$ cat config.mk
export PLATFORM = sky130hd
export DESIGN_NAME = data_memory_responder
export DESIGN_NICKNAME = d
export VERILOG_FILES = /design/src/rtl/data_memory_responder.sv
export SDC_FILE = /design/constraint.sdc
export NUM_CORES = 2
export LEC_CHECK = 0
export BUFFER_PORTS_ARGS = -buffer_cell sky130_fd_sc_hd__buf_2
export CORE_MARGIN = 2
export CORE_UTILIZATION = 55
export DETAILED_ROUTE_END_ITERATION = 6
export PLACE_DENSITY = 0.74
export SYNTH_ARGS = -nofsm -noshare
export SYNTH_HDL_FRONTEND = slang
export SYNTH_SLANG_ARGS = --single-unit
$ cat constraint.sdc
create_clock -name clk -period 3.2 [get_ports clk]
set_input_delay 0.16 -clock clk [delete_from_list [all_inputs] [get_ports clk]]
set_output_delay 0.16 -clock clk [all_outputs]
set_load 0.05 [all_outputs]
$ cat src/rtl/data_memory_responder.sv
// Responder end of the core data-memory handshake: word storage with byte-enable writes,
// a fixed wait-state delay, and a one-cycle ready strobe carrying read data or an error flag.
module data_memory_responder #(
    parameter int unsigned DEPTH_WORDS = 64,
    parameter int unsigned WAIT_STATES = 1,
    parameter logic [31:0] BASE_ADDR   = 32'h0000_0000
) (
    input  logic        clk,
    input  logic        reset,
    input  logic        req,
    input  logic        we,
    input  logic [31:0] addr,
    input  logic [31:0] wdata,
    input  logic [3:0]  be,
    output logic [31:0] rdata,
    output logic        ready,
    output logic        err
);

    localparam int unsigned IdxW     = $clog2(DEPTH_WORDS);
    localparam logic [31:0] SpanB    = 32'(4 * DEPTH_WORDS);
    localparam logic [3:0]  WaitInit = (WAIT_STATES == 0) ? 4'd0 : 4'(WAIT_STATES - 1);

    typedef enum logic [1:0] {StIdle, StWait, StResp} state_e;

    state_e      state_q, state_d;
    logic [3:0]  cnt_q, cnt_d;
    logic        we_q, we_d;
    logic [31:0] addr_q, addr_d;
    logic [31:0] wdata_q, wdata_d;
    logic [3:0]  be_q, be_d;
    logic [31:0] rdata_q, rdata_d;
    logic        err_q, err_d;

    logic [31:0] mem [DEPTH_WORDS];

    logic            acc_we;
    logic [31:0]     acc_addr;
    logic [31:0]     acc_wdata;
    logic [3:0]      acc_be;
    logic [31:0]     acc_off;
    logic [IdxW-1:0] acc_idx;
    logic            acc_err;
    logic            commit;

    // With zero wait states the access commits on the accepting edge, so it uses live inputs.
    always_comb begin
        if (state_q == StIdle) begin
            acc_we    = we;
            acc_addr  = addr;
            acc_wdata = wdata;
            acc_be    = be;
        end else begin
            acc_we    = we_q;
            acc_addr  = addr_q;
            acc_wdata = wdata_q;
            acc_be    = be_q;
        end
        acc_off = acc_addr - BASE_ADDR;
        acc_idx = acc_off[IdxW+1:2];
        acc_err = (acc_addr[1:0] != 2'b00) || (acc_off >= SpanB);
    end

    always_comb begin
        state_d = state_q;
        cnt_d   = cnt_q;
        we_d    = we_q;
        addr_d  = addr_q;
        wdata_d = wdata_q;
        be_d    = be_q;
        rdata_d = '0;
        err_d   = 1'b0;
        commit  = 1'b0;

        unique case (state_q)
            StIdle: begin
                if (req) begin
                    we_d    = we;
                    addr_d  = addr;
                    wdata_d = wdata;
                    be_d    = be;
                    if (WAIT_STATES == 0) begin
                        state_d = StResp;
                        commit  = 1'b1;
                    end else begin
                        state_d = StWait;
                        cnt_d   = WaitInit;
                    end
                end
            end
            StWait: begin
                if (cnt_q == 4'd0) begin
                    state_d = StResp;
                    commit  = 1'b1;
                end else begin
                    cnt_d = cnt_q - 4'd1;
                end
            end
            StResp: begin
                state_d = StIdle;
            end
            default: begin
                state_d = StIdle;
            end
        endcase

        if (commit) begin
            err_d = acc_err;
            if (!acc_err && !acc_we) begin
                rdata_d = mem[acc_idx];
            end
        end
    end

    always_ff @(posedge clk or negedge reset) begin
        if (!reset) begin
            state_q <= StIdle;
            cnt_q   <= 4'd0;
            we_q    <= 1'b0;
            addr_q  <= '0;
            wdata_q <= '0;
            be_q    <= '0;
            rdata_q <= '0;
            err_q   <= 1'b0;
        end else begin
            state_q <= state_d;
            cnt_q   <= cnt_d;
            we_q    <= we_d;
            addr_q  <= addr_d;
            wdata_q <= wdata_d;
            be_q    <= be_d;
            rdata_q <= rdata_d;
            err_q   <= err_d;
        end
    end

    // Storage is deliberately not reset; contents survive reset and are undefined at power-up.
    always_ff @(posedge clk) begin
        if (commit && acc_we && !acc_err) begin
            for (int i = 0; i < 4; i++) begin
                if (acc_be[i]) begin
                    mem[acc_idx][8*i +: 8] <= acc_wdata[8*i +: 8];
                end
            end
        end
    end

    assign ready = (state_q == StResp);
    assign rdata = rdata_q;
    assign err   = err_q;

endmodule

==> run metrics <==
status finished with violations; failing checks setup timing; f_max 308 MHz; CTS buffer count 200; Hold Violations, Final 0; worst setup margin -0.0512 ns; pin count of the biggest net entering global routing 65; CP startpoint kind register; Placed Area 90600 um2; Lkg Pwr 34.2 nW; core area 148000 um2; final wirelength 275000 um; P&R area growth vs syn 21.1%; I/O pin count 106; Detailed Routing Iterations Pass 1 6; Peak supply drop 1510 uV; Synth Register Bits 2156; HPWL after DPL 165000 um; H-tree depth 4; commonest non-fill, non-tap cells in the layout edfxtp_1 (2048), buf_4 (618), o22ai_1 (591), nand2_1 (552), nor2_1 (457); later-pin clock latency in the skew report 0.85 ns; Tot Pwr 94.5 mW; sequential fraction of the synthesis area 78.4%; Setup WS pre-CTS -0.264 ns; clock skew 0.0342 ns; Antenna Violating Nets Remaining 0; final number of setup-violating endpoints 20; Hold Path Class in2reg; Worst-path clk slew 0.06 ns; synthesized cell area 81900 um2; max_cap viols 0; PortBufs 105; Starting Density 55.4%; commonest non-fill, non-tap cell in the layout edfxtp_1; Mapped Avg Cell Area 14.8 um2; die area 152000 um2; grt ovf 0; Post-synth EDFFs 2048; Setup Crit Path Kind reg2reg; Synth Net Count 5613; first-pass GRT wire length 389000 um; RSZ-0062 raised after global routing yes; Die Height 390 um; Total GRT Usage 35.4%; Synth async-reset ratio 5.01%; Via density 6.87; Slowest cell on crit path nor3b_2; Pins Over Slew Limit 0; CTS tree built; Worst EP required 3.93 ns; slowest cell delay on critical path 0.72 ns; cell area power density 953 nW/um2; # fillers 9693; final instance area 99200 um2; fin util 67.1%; vias in the first global route 56.6k; Worst Max-Slew Pin Slew 1.10 ns; Top delay family on crit path simple AND/OR/NAND/NOR gates; layout cells sized above 1 20.1%; DRT iter0 DRCs 9707; Placer Congestion 0.979; antenna violations before repair 15; min cycle time layout 3.25 ns; Max-slew headroom 26.7%; Vias 58.1k; kind of end point of the critical path register; Layout Nets 6420; clock sink count 2156; drt drc 0; CP cell instances nor3b_2 -> buf_4 -> a21oi_4 -> buf_12 -> buf_4 -> o221ai_1 -> nor3_1 -> o22ai_1 -> nor4_1 -> buf_4; number of warnings issued by yosys 0; area of the multi-input gates 16600 um2; crit share post-route 102%; clk buf depth 3; Worst Path Arrival 3.98 ns; Hold WS 0.0616 ns; CP max FO 25; WL/cell 32.5 um; CP bufs+invs 4; Main synth FF type edfxtp_1; post-synth cell types 80; CTS root buf clkbuf_16; register area 64200 um2; site row count 141; Die X 390 um; cell mode on critical path buf_4; synthesized instance count 5539
## final timing paths
kind	from	to	slack (ns)	cells past startpoint
min reg2reg	wdata_q[22]	wdata_q[22]	0.47	2
min	wdata[22]	wdata_q[22]	0.06	4
min in group asynchronous	reset	wdata_q[28]	0.41	4
max reg2reg	state_q[0]	rdata[1]	-0.05	10
max in group asynchronous	reset	wdata_q[8]	2.33	4
max	state_q[0]	rdata[1]	-0.05	10
## stage by stage
step	instances	TNS (ns)
after floorplan	5539	0
after global placement	7927	-1.32
after detailed placement	7927	-1.27
after CTS	8431	-0.0368
after global routing	8450	-0.309
final	8455	-0.348
## layout make-up
class                   instances  area share [%]
diodes                          8          0.0202
clock buffers                 266            5.55
clock inverters               107            1.12
inverters                       7          0.0265
multi-input cells            2990            16.8
flip-flops and latches       2156            64.7
well taps                    1930            2.43
repair buffers                991            9.33
## sequential cells by signal, indices dropped and copies added (netlist names)
| signal | cells |
|---|---|
| rdata | 32 |
| wdata_q | 32 |
| addr_q | 32 |
| mem | 2048 |
| err | 1 |
| state_q | 2 |
| we_q | 1 |
| be_q | 4 |
| cnt_q | 4 |
## metal layers
metal / vias up / global-route usage (%) / part of all wire [%]
met5: - / 0.0638 / 0.044
met4: 18 / 20.7 / 6.7
met3: 1069 / 10.4 / 15
met2: 5221 / 52.6 / 44
met1: 28500 / 46.9 / 34
li1: 23400 / - / -
## worst min-delay path: stages
cell and delay, ns:
dlygate4sd3_1 0.52, buf_2 0.11, nand2_1 0.04, nand2_1 0.05
## what timing repair did
item,CTS,global route
gates cloned,1,4
hold buffers,128,0
resized for setup,23,49
buffers inserted,2,12
pin swaps,2,7
endpoints found under the hold margin,1659,0
endpoints found under the setup margin,18,1977
## power breakdown
group	switching, mW	total [mW]	leakage (nW)	internal (mW)
sequential	0.352	37.2	19.9	36.8
clock	10.4	24.1	3.23	13.7
combinational	23.4	33.2	11.1	9.76
total	34.2	94.5	34.2	60.3
## Yosys cell counts (all sizes together) (11+ instances only)
library cell	instances	area [um2]
buf	239	1130
nor2	460	1730
nand2	608	2280
a21oi	380	1910
a22oi	24	223
a211oi	13	97.6
dfrtp	108	2700
o22ai	591	3700
a32o	14	140
nand3	35	175
mux2	11	124
a22o	11	96.3
mux2i	22	224
o221ai	46	403
nor3	302	1520
a31oi	50	313
a21o	11	82.6
edfxtp	2048	61500
or4	28	210
o31ai	11	82.6
o22a	39	342
nor4	125	782
clkbuf	147	552
o21ai	52	260
## cells by family after synthesis
logic type,after synthesis,synth area share (%)
buffers and inverters,393,2.09
xor gates and xnor gates,2,0.0214
DFF,2156,78.4
muxes,33,0.425
and+or+nand+nor,1622,8.73
adders and majority gates,2,0.0305
AOI/OAI and AO/OA,1331,10.3
(Power assumes the default switching activity.)
